==> config.mk <==
export PLATFORM = sky130hd
export DESIGN_NAME = alu_ctrl
export DESIGN_NICKNAME = d
export VERILOG_FILES = /design/src/rtl/alu_ctrl.sv
export SDC_FILE = /design/constraint.sdc
export NUM_CORES = 1
export LEC_CHECK = 0
export ABC_AREA = 1
export BUFFER_PORTS_ARGS = -buffer_cell sky130_fd_sc_hd__clkbuf_2
export CORE_MARGIN = 5
export CORE_UTILIZATION = 51
export DETAILED_ROUTE_END_ITERATION = 8
export MAX_ROUTING_LAYER = met4
export PLACE_DENSITY = 0.86
export SETUP_SLACK_MARGIN = 0.2
export SLEW_MARGIN = 20
export SYNTH_ARGS = -nofsm -noshare
export SYNTH_HDL_FRONTEND = slang
export SYNTH_SLANG_ARGS = --single-unit
==> constraint.sdc <==
create_clock -name clk -period 2.5 [get_ports clk]
set_clock_uncertainty 0.15 [all_clocks]
set_input_delay 0.625 -clock clk [delete_from_list [all_inputs] [get_ports clk]]
set_output_delay 0.625 -clock clk [all_outputs]
set_load 0.005 [all_outputs]
==> src/rtl/alu_ctrl.sv <==
// alu_ctrl - command sequencer wrapped around an external combinational ALU.
//
// Owns a small register file and accepts one command at a time over a
// valid/ready handshake. A load writes an immediate straight into the
// register file. An ALU operation reads two source registers, registers
// them onto the ALU operand ports, lets the ALU settle for one cycle,
// captures its result and flags, then writes the result back.
//
// Ports:
//   clk, rst          clock and synchronous active-high reset
//   cmd_valid/ready   command handshake (ready only while idle)
//   cmd_load          1 = load immediate, 0 = ALU operation
//   cmd_op/shamt      operation code and shift amount, passed to the ALU
//   cmd_use_carry     feed the stored carry flag into alu_carry_in
//   cmd_rd/rs1/rs2    destination and source register addresses
//   cmd_imm           immediate value for loads
//   alu_*  (out)      registered operands and controls for the ALU
//   alu_*  (in)       combinational result and flags from the ALU
//   done              one-cycle pulse while a command retires
//   flag_zero/carry   zero and overflow flags of the last ALU operation
//   rd_addr/rd_data   combinational debug read port of the register file
module alu_ctrl #(
    parameter int WIDTH     = 8,
    parameter int OPERATION = 3,
    parameter int SHIFT     = 3,
    parameter int REG_AW    = 2
) (
    input  logic                 clk,
    input  logic                 rst,
    input  logic                 cmd_valid,
    output logic                 cmd_ready,
    input  logic                 cmd_load,
    input  logic [OPERATION-1:0] cmd_op,
    input  logic [SHIFT-1:0]     cmd_shamt,
    input  logic                 cmd_use_carry,
    input  logic [REG_AW-1:0]    cmd_rd,
    input  logic [REG_AW-1:0]    cmd_rs1,
    input  logic [REG_AW-1:0]    cmd_rs2,
    input  logic [WIDTH-1:0]     cmd_imm,
    output logic [OPERATION-1:0] alu_operation,
    output logic [WIDTH-1:0]     alu_x,
    output logic [WIDTH-1:0]     alu_y,
    output logic [SHIFT-1:0]     alu_shamt,
    output logic                 alu_carry_in,
    input  logic [WIDTH-1:0]     alu_result,
    input  logic                 alu_zero,
    input  logic                 alu_overflow,
    output logic                 done,
    output logic                 flag_zero,
    output logic                 flag_carry,
    input  logic [REG_AW-1:0]    rd_addr,
    output logic [WIDTH-1:0]     rd_data
);

    localparam int NUM_REGS = 1 << REG_AW;

    typedef enum logic [1:0] {
        IDLE = 2'd0,
        EXEC = 2'd1,
        WB   = 2'd2
    } state_t;

    state_t                 r_state;
    state_t                 w_nextState;
    logic                   w_accept;

    logic [WIDTH-1:0]       r_rf [NUM_REGS];
    logic [REG_AW-1:0]      r_rd;
    logic [WIDTH-1:0]       r_wbData;
    logic                   r_isLoad;
    logic                   r_capZero;
    logic                   r_capOvf;
    logic                   r_flagZero;
    logic                   r_flagCarry;

    logic [OPERATION-1:0]   r_aluOp;
    logic [WIDTH-1:0]       r_aluX;
    logic [WIDTH-1:0]       r_aluY;
    logic [SHIFT-1:0]       r_aluShamt;
    logic                   r_aluCarryIn;

    assign cmd_ready     = (r_state == IDLE);
    assign w_accept      = cmd_valid & cmd_ready;
    assign done          = (r_state == WB);
    assign flag_zero     = r_flagZero;
    assign flag_carry    = r_flagCarry;
    assign alu_operation = r_aluOp;
    assign alu_x         = r_aluX;
    assign alu_y         = r_aluY;
    assign alu_shamt     = r_aluShamt;
    assign alu_carry_in  = r_aluCarryIn;
    assign rd_data       = r_rf[rd_addr];

    // Next-state logic: loads skip EXEC because there is nothing for the
    // ALU to compute; every command spends exactly one cycle in WB.
    always_comb begin
        w_nextState = r_state;
        case (r_state)
            IDLE:    if (w_accept) w_nextState = cmd_load ? WB : EXEC;
            EXEC:    w_nextState = WB;
            WB:      w_nextState = IDLE;
            default: w_nextState = IDLE;
        endcase
    end

    // Datapath. Operands are copied out of the register file at accept
    // time, so a writeback to a source register cannot disturb an
    // operation already in flight. The ALU controls keep their value
    // outside accept so the ALU output stays stable between commands.
    always_ff @(posedge clk) begin
        if (rst) begin
            r_state      <= IDLE;
            r_rf         <= '{default: '0};
            r_rd         <= '0;
            r_wbData     <= '0;
            r_isLoad     <= 1'b0;
            r_capZero    <= 1'b0;
            r_capOvf     <= 1'b0;
            r_flagZero   <= 1'b0;
            r_flagCarry  <= 1'b0;
            r_aluOp      <= '0;
            r_aluX       <= '0;
            r_aluY       <= '0;
            r_aluShamt   <= '0;
            r_aluCarryIn <= 1'b0;
        end else begin
            r_state <= w_nextState;
            case (r_state)
                IDLE: begin
                    if (w_accept) begin
                        r_rd     <= cmd_rd;
                        r_isLoad <= cmd_load;
                        if (cmd_load) begin
                            r_wbData <= cmd_imm;
                        end else begin
                            r_aluOp      <= cmd_op;
                            r_aluX       <= r_rf[cmd_rs1];
                            r_aluY       <= r_rf[cmd_rs2];
                            r_aluShamt   <= cmd_shamt;
                            r_aluCarryIn <= cmd_use_carry & r_flagCarry;
                        end
                    end
                end
                EXEC: begin
                    r_wbData  <= alu_result;
                    r_capZero <= alu_zero;
                    r_capOvf  <= alu_overflow;
                end
                WB: begin
                    r_rf[r_rd] <= r_wbData;
                    if (!r_isLoad) begin
                        r_flagZero  <= r_capZero;
                        r_flagCarry <= r_capOvf;
                    end
                end
                default: ;
            endcase
        end
    end

endmodule

==> results.ini, run 1 <==
[routing]
vias = 3726
wl_per_cell_um = 13.7
viasPerCell = 5.33
drtIter0Drc = 216
drc_errors = 0
antenna_left = 0
drtPass1Iterations = 5
drt-total-wl_um = 9610

[global_routing]
antenna_found_initial = 0
grt_util_all_layers_pct = 23.6
overflow = 0
grt_pass1_vias = 3353
grt_pass1_wl_um = 16000
grt_max_degree = 69

[clock_tree]
cts.sink_count = 72
cts.hold.buffers_added = 0
cts_inserted_buffers = 9
clk_latency_ns = 0.34
postCtsSetupBuffers = 0
htreeDepth = 3
cts_root_buf = clkbuf_8
cts_tree = built
clkTransAtPathRegs_ns = 0.08
cts_buffer_depth = 2

[setup_path]
path_max_fanout = 16
cp-end-kind = primary output
worstSetupStartpoint = rd_addr[0]
crit_end = rd_data[1]
critPathTopFamily = buffers and inverters
path_buf_inv = 3
worst-path-stages = 5
reg2reg_depth = 5
slowest_delay_ns = 0.24
r2r_slack_ns = 0.74
path_cells = clkbuf_2, buf_6, o21ai_0, o22ai_1, clkbuf_2
critPathKind = in -> out
cp.arrival_ns = 1.47
rr_startpoint = r_state[0]
regToRegEndpoint = alu_x[5]
critPathSlowestCell = o22ai_1
required_ns = 1.73
path_common_cell = clkbuf_2
start_kind = input pin

[placement]
port_buffers = 71
place_ws_ns = 0.233
hpwl_um = 6780
place.gp.congestion = 0.935

[timing]
slew_viol_final = 0
slew_headroom_pct = 56.4
final-setup-viol-count = 0
rsz0062_at_grt = false
setup_tns_ns = 0
worst_pin_slew_ns = 0.654
hold_violations = 0
holdWs_ns = 0.313
period_share_pct = 89.6
post-route-min-period_ns = 2.24
fmax_mhz = 446
finalWorstSetupSlack_ns = 0.259

[final_layout]
layout-area-overhead-vs-synth_pct = 16.4
antennaDiodeCount = 0
drive_gt1_share_pct = 17.0
nets = 651

[logic_synthesis]
async_reset_ff_share_pct = 0
syn_area_um2 = 3510
synthTopCellsByArea = dfxtp_1 41%, nand2_1 21%, nand3_1 13%
synth_flop_cell = dfxtp_1
synth_top_area_cell = dfxtp_1
synth_most_common_cell = nand2_1
synthDistinctLibCells = 17
avgSynthCellArea_um2 = 6.30
synth_seq_cells = 72
syn-num-nets = 594
ys_warn_count = 0
synth_top_area_share_pct = 41.1
synth.top_cells.by_count = 194 x nand2_1, 99 x nor2_1, 90 x nand3_1
yosysSeqAreaShare_pct = 41.1
synth_edf_count = 0
synthCells = 557

[die]
ios = 72
fp.dieW_um = 92.9
die-area_um2 = 8640
rows = 30
floorplan.initialDensity_pct = 51.9
die_h_um = 92.9
coreArea_um2 = 6760

[pwr]
powerDensity_nw_per_um2 = 635
ir_drop_mv = 0.360
leakage_nw = 1.93

[run_status]
status = completed

[job]
drv_cap = 0

[worst_hold_path]
hold_path.class = reg -> reg

-- state kept, by name, indices dropped and copies added, names as in the netlist --
| name | flops |
|---|---|
| alu_shamt | 3 |
| alu_y | 8 |
| r_capOvf | 1 |
| flag_zero | 1 |
| r_wbData | 8 |
| flag_carry | 1 |
| r_capZero | 1 |
| r_isLoad | 1 |
| r_state | 2 |
| alu_x | 8 |
| r_rd | 2 |
| r_rf | 32 |
| alu_operation | 3 |
| alu_carry_in | 1 |
-- kinds of logic after synthesis --
logic type / after synthesis / share of synthesized area [%]
AO/OA/AOI/OAI: 39 / 5.85
buffers and inverters: 55 / 6.85
flip-flops: 72 / 41.1
AND/OR/NAND/NOR: 391 / 46.2
-- worst reg2reg max path: stages, from the launching register on --
cell,delay (ns)
dfxtp_1,0.45
nor2_2,0.20
nand2_2,0.12
nor2_4,0.49
nand3_1,0.21
nand2_1,0.09
-- through the flow --
step	cells	util [%]	power, mW	cell area [um2]
finish	699	60.4	2.59	4080
CTS	698	60.2	2.60	4070
global route	699	60.4	2.70	4080
global placement	682	57.0	1.58	3850
detailed placement	682	57.0	1.59	3850
floorplan	557	-	1.48	3510
-- report_power, final --
part           switching [mW]  leakage (nW)  total, mW  internal [mW]
clock network           0.457         0.106       1.02          0.561
logic                   0.217          1.24      0.338          0.121
registers              0.0406         0.585       1.23           1.19
total                   0.715          1.93       2.59           1.88
-- final cells by class --
cell class              count  area (um2)
fillers                   667        2670
well taps                  80         100
repair buffers             76         397
multi-input cells         430        1830
inverters                  24        93.8
flip-flops and latches     72        1440
repair inverters            1        7.51
clock buffers               9         124
clock inverters             7        93.8
-- placed cells by master, fill, tap and decap left out --
cell type     n
clkinv_1      1
o21ai_1       1
clkinvlp_4    4
buf_6         1
inv_6         1
bufinv_16     2
o22ai_1       8
nand2_1     194
o21ai_0      19
nand3_1      90
clkbuf_2     71
a21oi_1      11
nor2_2        1
buf_4         4
inv_2         3
inv_1        19
nand2_2       3
nor2_4        4
dfxtp_1      72
clkinv_2      2
clkbuf_8      9
nor2_1       99
-- how the worst min path moves through the flow --
stage / start / endpoint / slack, ns / cells past startpoint
2_1_floorplan: flag_zero / flag_zero / 0.30 / 2
3_3_place_gp: flag_zero / flag_zero / 0.30 / 2
3_5_place_dp: flag_zero / flag_zero / 0.30 / 2
4_1_cts: cmd_shamt[2] / alu_shamt[2] / 0.31 / 3
5_1_grt: cmd_shamt[2] / alu_shamt[2] / 0.31 / 3
6_report: alu_shamt[1] / alu_shamt[1] / 0.31 / 2
-- per-layer routing --
metal / up-vias / part of all wire, % / GRT usage [%]
li1: 1884 / - / -
met1: 1637 / 44 / 31.3
met2: 181 / 46 / 36.0
met3: 24 / 8.0 / 3.82
met4: 0 / 1.7 / 9.52
met5: - / 0 / -
-- repair_timing --
item,in CTS,in global routing
gates resized for setup,0,5
endpoints found under the setup margin,0,8
hold endpoints to repair,0,0
Note: power is estimated with default switching activity, not from simulation.
==> run 2, diff against run 1 <==
--- a/config.mk
+++ b/config.mk
@@ -7,10 +7,10 @@
 export LEC_CHECK = 0
 export ABC_AREA = 1
 export BUFFER_PORTS_ARGS = -buffer_cell sky130_fd_sc_hd__clkbuf_2
+export CORE_ASPECT_RATIO = 0.8
 export CORE_MARGIN = 5
 export CORE_UTILIZATION = 51
 export DETAILED_ROUTE_END_ITERATION = 8
-export MAX_ROUTING_LAYER = met4
 export PLACE_DENSITY = 0.86
 export SETUP_SLACK_MARGIN = 0.2
 export SLEW_MARGIN = 20
==> run 2 against run 1 <==
Against the previous run: critical path depth is the same; worst hold slack lost 0.0061 ns; first-iteration DRC count grew 38%; non-clock buffer count is the same; largest cell class unchanged.
==> results.ini, run 2 (same netlist as run 1, synthesis figures left out) <==
[setup_path]
rr_startpoint = r_state[0]
cp.arrival_ns = 1.47  ; about the same
crit_end = rd_data[7]
r2r_slack_ns = 0.79  ; +0.05 ns
regToRegEndpoint = alu_x[7]
path_max_fanout = 8  ; -8
critPathSlowestCell = o21ai_0
worst-path-stages = 5  ; unchanged
critPathTopFamily = buffers and inverters
path_buf_inv = 3  ; unchanged
path_cells = clkbuf_2, clkinvlp_4, o21ai_0, o22ai_1, clkbuf_2
required_ns = 1.73  ; about the same
start_kind = input pin
cp-end-kind = primary output
slowest_delay_ns = 0.22  ; -0.02 ns
reg2reg_depth = 5  ; unchanged
path_common_cell = clkbuf_2
critPathKind = in -> out
worstSetupStartpoint = rd_addr[0]

[clock_tree]
clkTransAtPathRegs_ns = 0.08  ; about the same
cts.sink_count = 72  ; unchanged
clk_latency_ns = 0.36  ; +0.02 ns
postCtsSetupBuffers = 0  ; unchanged
cts_tree = built
cts_buffer_depth = 2  ; unchanged
htreeDepth = 3  ; unchanged
cts_inserted_buffers = 9  ; unchanged
cts_root_buf = clkbuf_8

[final_layout]
layout_common_cells = 194 x nand2_1, 99 x nor2_1, 90 x nand3_1
antennaDiodeCount = 0  ; unchanged
nets = 651  ; unchanged
mostFrequentLayoutCell = nand2_1
regMostFlops = r_rf
largest_register_ffs = 32  ; unchanged
drive_gt1_share_pct = 17.0  ; unchanged
layout-area-overhead-vs-synth_pct = 16.0

[pwr]
powerDensity_nw_per_um2 = 611  ; -3.7%
leakage_nw = 1.92  ; -0.73%
ir_drop_mv = 0.372  ; +3.5%

[job]
drv_cap = 0  ; unchanged

[global_routing]
overflow = 0  ; unchanged
grt_pass1_vias = 3299  ; -1.6%
grt_max_degree = 69  ; unchanged
antenna_found_initial = 0  ; unchanged
grt_util_all_layers_pct = 22.5  ; -1.1 points
grt_pass1_wl_um = 15600  ; -2.3%

[timing]
rsz0062_at_grt = true
fmax_mhz = 446  ; -0.15%
period_share_pct = 89.8  ; +0.14 points
post-route-min-period_ns = 2.24  ; +0.00347 ns
holdWs_ns = 0.307  ; -0.00614 ns
slew_headroom_pct = 55.8  ; -0.64 points
slew_viol_final = 0  ; unchanged
final-setup-viol-count = 0  ; unchanged
worst_pin_slew_ns = 0.664  ; +0.00959 ns
setup_tns_ns = 0  ; unchanged
hold_violations = 0  ; unchanged

[routing]
vias = 3715  ; -0.30%
antenna_left = 0  ; unchanged
drtPass1Iterations = 5  ; unchanged
viasPerCell = 5.26  ; -1.3%
wl_per_cell_um = 13.4  ; -2.2%
drc_errors = 0  ; unchanged
drt-total-wl_um = 9490  ; -1.3%
drtIter0Drc = 299  ; +38%

[run_status]
status = completed

[die]
ios = 72  ; unchanged
die_h_um = 84.2  ; -9.4%
fp.dieW_um = 103  ; +11%
die-area_um2 = 8650  ; +0.12%
floorplan.initialDensity_pct = 51.6  ; -0.26 points
rows = 27  ; -10%
coreArea_um2 = 6790  ; +0.50%

[worst_hold_path]
hold-path-cell-count = 3  ; +1
hold_path.class = in -> reg
min_from = cmd_shamt[2]

[placement]
port_buffers = 71  ; unchanged
place.gp.congestion = 0.915  ; -2.1%
hpwl_um = 6680  ; -1.6%

[run 2: cell types whose count changed in the layout (fill, tap and decap cells not counted), sizes merged]
cell      before  now
clkinvlp       4    5
bufinv         2    1
[run 2: worst min path at each step]
stage,to,slack (ns)
floorplan,flag_zero,0.30
global placement,flag_zero,0.30
detailed placement,alu_operation[0],0.31
CTS,alu_shamt[2],0.30
global route,alu_operation[2],0.30
finish,alu_shamt[2],0.31
[run 2: area by class of cell]
type	instances	area [um2]
Clock buffer	9	124
Timing Repair Buffer	76	397
Sequential cell	72	1440
Multi-Input combinational cell	430	1830
Tap cell	87	109
Fill cell	654	2720
Timing Repair inverter	1	7.51
Inverter	24	93.8
Clock inverter	7	71.3
[run 2: what timing repair did]
action | in CTS | in global routing
resized for setup | 1 | 3
setup endpoints to repair | 2 | 7
hold buffers | 0 | 0
pin swaps | 0 | 0
gates cloned | 0 | 1
[run 2: per-stage QoR]
| stage | instances | setup slack, ns | util (%) | power, mW | area (um2) |
|---|---|---|---|---|---|
| floorplan | 557 | 0.490 | - | 1.48 | 3510 |
| global placement | 689 | 0.267 | 56.8 | 1.58 | 3860 |
| detailed placement | 689 | 0.186 | 56.8 | 1.59 | 3860 |
| CTS | 705 | 0.247 | 59.8 | 2.50 | 4060 |
| global route | 706 | 0.177 | 59.9 | 2.62 | 4070 |
| finish | 706 | 0.256 | 59.9 | 2.49 | 4070 |
[run 2: worst register-to-register path: stages, from the launching register on]
cell and delay, ns:
dfxtp_1 0.44, nor2_2 0.20, nand2_2 0.13, nor2_4 0.44, nand3_1 0.20, nand2_1 0.10
[run 2: per-layer routing]
layer | global-route usage (%) | share of wire, % | routed length (um)
met1 | 29.0 | 44 | 4130
met2 | 35.5 | 47 | 4450
met3 | 6.98 | 8.0 | 760
met4 | 7.75 | 1.5 | 144
met5 | 0 | 0 | 0
[run 2: where the power goes]
part | total [mW] | leakage [nW] | switching (mW) | internal [mW]
Sequential | 1.23 | 0.585 | 0.0379 | 1.19
Clock | 0.913 | 0.0916 | 0.454 | 0.460
Combinational | 0.342 | 1.24 | 0.221 | 0.121
==> run 3, diff against run 2 <==
--- a/config.mk
+++ b/config.mk
@@ -5,13 +5,12 @@
 export SDC_FILE = /design/constraint.sdc
 export NUM_CORES = 1
 export LEC_CHECK = 0
-export ABC_AREA = 1
 export BUFFER_PORTS_ARGS = -buffer_cell sky130_fd_sc_hd__clkbuf_2
 export CORE_ASPECT_RATIO = 0.8
 export CORE_MARGIN = 5
 export CORE_UTILIZATION = 51
 export DETAILED_ROUTE_END_ITERATION = 8
-export PLACE_DENSITY = 0.86
+export PLACE_DENSITY = 0.87
 export SETUP_SLACK_MARGIN = 0.2
 export SLEW_MARGIN = 20
 export SYNTH_ARGS = -nofsm -noshare
==> run 3 against run 2 <==
Against the previous run: non-clock buffer count down 2; critical path type unchanged; via count down 35%; worst hold slack better by 0.016 ns; sequential power about the same; global-route usage down 3.6 points; combinational power down 46%; first-iteration DRC count down 35%; die area down 8.0%; critical path depth down 2.
==> results.ini, run 3 <==
[run_status]
status = completed

[routing]
vias = 2420  ; -35%
wl_per_cell_um = 16.7  ; +25%
drtIter0Drc = 193  ; -35%
drtPass1Iterations = 4  ; -1
drt-total-wl_um = 7090  ; -25%
antenna_left = 0  ; unchanged
drc_errors = 0  ; unchanged
viasPerCell = 5.72  ; +8.7%

[logic_synthesis]
synth_top_area_cell = dfxtp_1
avgSynthCellArea_um2 = 11.5  ; +82%
ys_warn_count = 0  ; unchanged
yosysSeqAreaShare_pct = 45.1  ; +4.0 points
synthCells = 278  ; -50%
synthDistinctLibCells = 27  ; +10
synth_most_common_cell = dfxtp_1
synth_edf_count = 0  ; unchanged
syn_area_um2 = 3190  ; -9.0%
synth_seq_cells = 72  ; unchanged
synthTopCellsByArea = dfxtp_1 45%, mux4_2 17%, mux2i_1 9.4%
synth.top_cells.by_count = 72 x dfxtp_1, 32 x nand2_1, 30 x mux2i_1
synth_top_area_share_pct = 45.1  ; +4.0 points
synth_flop_cell = dfxtp_1
syn-num-nets = 315  ; -47%
async_reset_ff_share_pct = 0  ; unchanged

[timing]
fmax_mhz = 445  ; about the same
rsz0062_at_grt = false
setup_tns_ns = 0  ; unchanged
hold_violations = 0  ; unchanged
post-route-min-period_ns = 2.25  ; +0.00122 ns
slew_headroom_pct = 26.6  ; -29 points
final-setup-viol-count = 0  ; unchanged
period_share_pct = 89.8  ; about the same
finalWorstSetupSlack_ns = 0.255  ; -0.00122 ns
slew_viol_final = 0  ; unchanged
worst_pin_slew_ns = 1.10  ; +0.437 ns

[die]
die-area_um2 = 7950  ; -8.0%
fp.dieW_um = 98.5  ; -4.1%
rows = 25  ; -7.4%
ios = 72  ; unchanged
floorplan.initialDensity_pct = 53.2  ; +1.5 points
die_h_um = 80.8  ; -4.0%
coreArea_um2 = 6010  ; -12%

[global_routing]
antenna_found_initial = 0  ; unchanged
grt_util_all_layers_pct = 18.9  ; -3.6 points
grt_max_degree = 48  ; -30%
grt_use_met2_pct = 28.9  ; -6.6 points
grt_pass1_wl_um = 12000  ; -23%
top_usage_layer = met2
gr-usage-met1_pct = 26.2  ; -2.8 points
grt_pass1_vias = 2367  ; -28%
grt_util_met3_pct = 6.09  ; -0.88 points
overflow = 0  ; unchanged

[setup_path]
path_max_fanout = 8  ; unchanged
critPathKind = in -> out
cp.arrival_ns = 1.47  ; about the same
cp-end-kind = primary output
r2r_slack_ns = 0.37  ; -0.42 ns
start_kind = input pin
required_ns = 1.73  ; about the same

[clock_tree]
cts_buffer_depth = 2  ; unchanged
cts_inserted_buffers = 9  ; unchanged
clk_latency_ns = 0.34  ; -0.02 ns
cts.sink_count = 72  ; unchanged
clkTransAtPathRegs_ns = 0.06  ; -0.02 ns
postCtsSetupBuffers = 0  ; unchanged
cts_root_buf = clkbuf_8
cts_tree = built
htreeDepth = 3  ; unchanged

[final_layout]
fin_cells = 423  ; -40%
layout-area-overhead-vs-synth_pct = 16.2
mostFrequentLayoutCell = dfxtp_1
largest_register_ffs = 32  ; unchanged
antennaDiodeCount = 0  ; unchanged
nets = 376  ; -42%
fill_cells = 495  ; -24%
regMostFlops = r_rf
layout_common_cells = 72 x dfxtp_1, 70 x clkbuf_2, 32 x nand2_1
drive_gt1_share_pct = 34.2  ; +17 points

[placement]
hpwl_um = 5260  ; -21%
place.gp.congestion = 0.829  ; -9.4%
port_buffers = 71  ; unchanged
place_ws_ns = 0.108  ; -0.0773 ns
placed_cells = 409  ; -41%

[worst_hold_path]
hold_path.class = reg -> reg

[job]
drv_cap = 0  ; unchanged

[pwr]
leakage_nw = 1.50  ; -22%
powerDensity_nw_per_um2 = 595  ; -2.6%
ir_drop_mv = 0.312  ; -16%

-- run 3: final timing paths --
| path | start | to | depth (start not counted) |
|---|---|---|---|
| setup reg to reg | r_state[0] | alu_y[6] | 3 |
| setup / recovery | rd_addr[0] | rd_data[0] | 3 |
| hold / removal | alu_operation[0] | alu_operation[0] | 1 |
| hold reg to reg | alu_operation[0] | alu_operation[0] | 1 |
-- run 3: cell type report --
class / instances / area [um2] / area share, %
Sequential cell: 72 / 1440 / 38.8
Inverter: 2 / 7.51 / 0.202
Clock buffer: 14 / 173 / 4.65
Multi-Input combinational cell: 180 / 1610 / 43.3
Timing Repair Buffer: 74 / 380 / 10.2
Tap cell: 81 / 101 / 2.73
-- run 3: layer usage --
metal  share of wire (%)  up-vias
met5                   0        -
met4                 1.0        0
met3                 9.8       10
met2                  43      125
met1                  46     1119
li1                    -     1166
-- run 3: cell families (layout without fill, tap and decap cells) --
| logic type | count (synthesis) | count (layout) | synth area share, % |
|---|---|---|---|
| flops | 72 | 72 | 45.1 |
| buf+inv | 26 | 90 | 4.62 |
| mux | 54 | 54 | 26.3 |
| compound gates | 59 | 59 | 13.1 |
| simple gates | 67 | 67 | 10.8 |
-- run 3: critical path: stages --
cell,delay [ns]
buf_4,0.18
mux4_2,0.53
clkbuf_2,0.13
-- run 3: power breakdown --
group / total, mW / internal, mW / switching, mW
clock: 0.811 / 0.432 / 0.379
sequential: 1.21 / 1.17 / 0.0371
combinational: 0.186 / 0.0900 / 0.0957
-- run 3: through the flow --
| stage | util [%] | cell area (um2) | hold slack [ns] | power (mW) |
|---|---|---|---|---|
| 2_1_floorplan | - | 3190 | 0.292 | 1.36 |
| 3_3_place_gp | 58.9 | 3540 | 0.296 | 1.41 |
| 3_5_place_dp | 58.9 | 3540 | 0.308 | 1.42 |
| 4_1_cts | 61.8 | 3710 | 0.330 | 2.23 |
| 5_1_grt | 61.8 | 3710 | 0.342 | 2.32 |
| 6_report | 61.8 | 3710 | 0.323 | 2.21 |
-- run 3: timing repair --
item,4_1_cts,5_1_grt
gates resized for setup,1,1
hold buffers,0,0
endpoints found under the setup margin,8,7
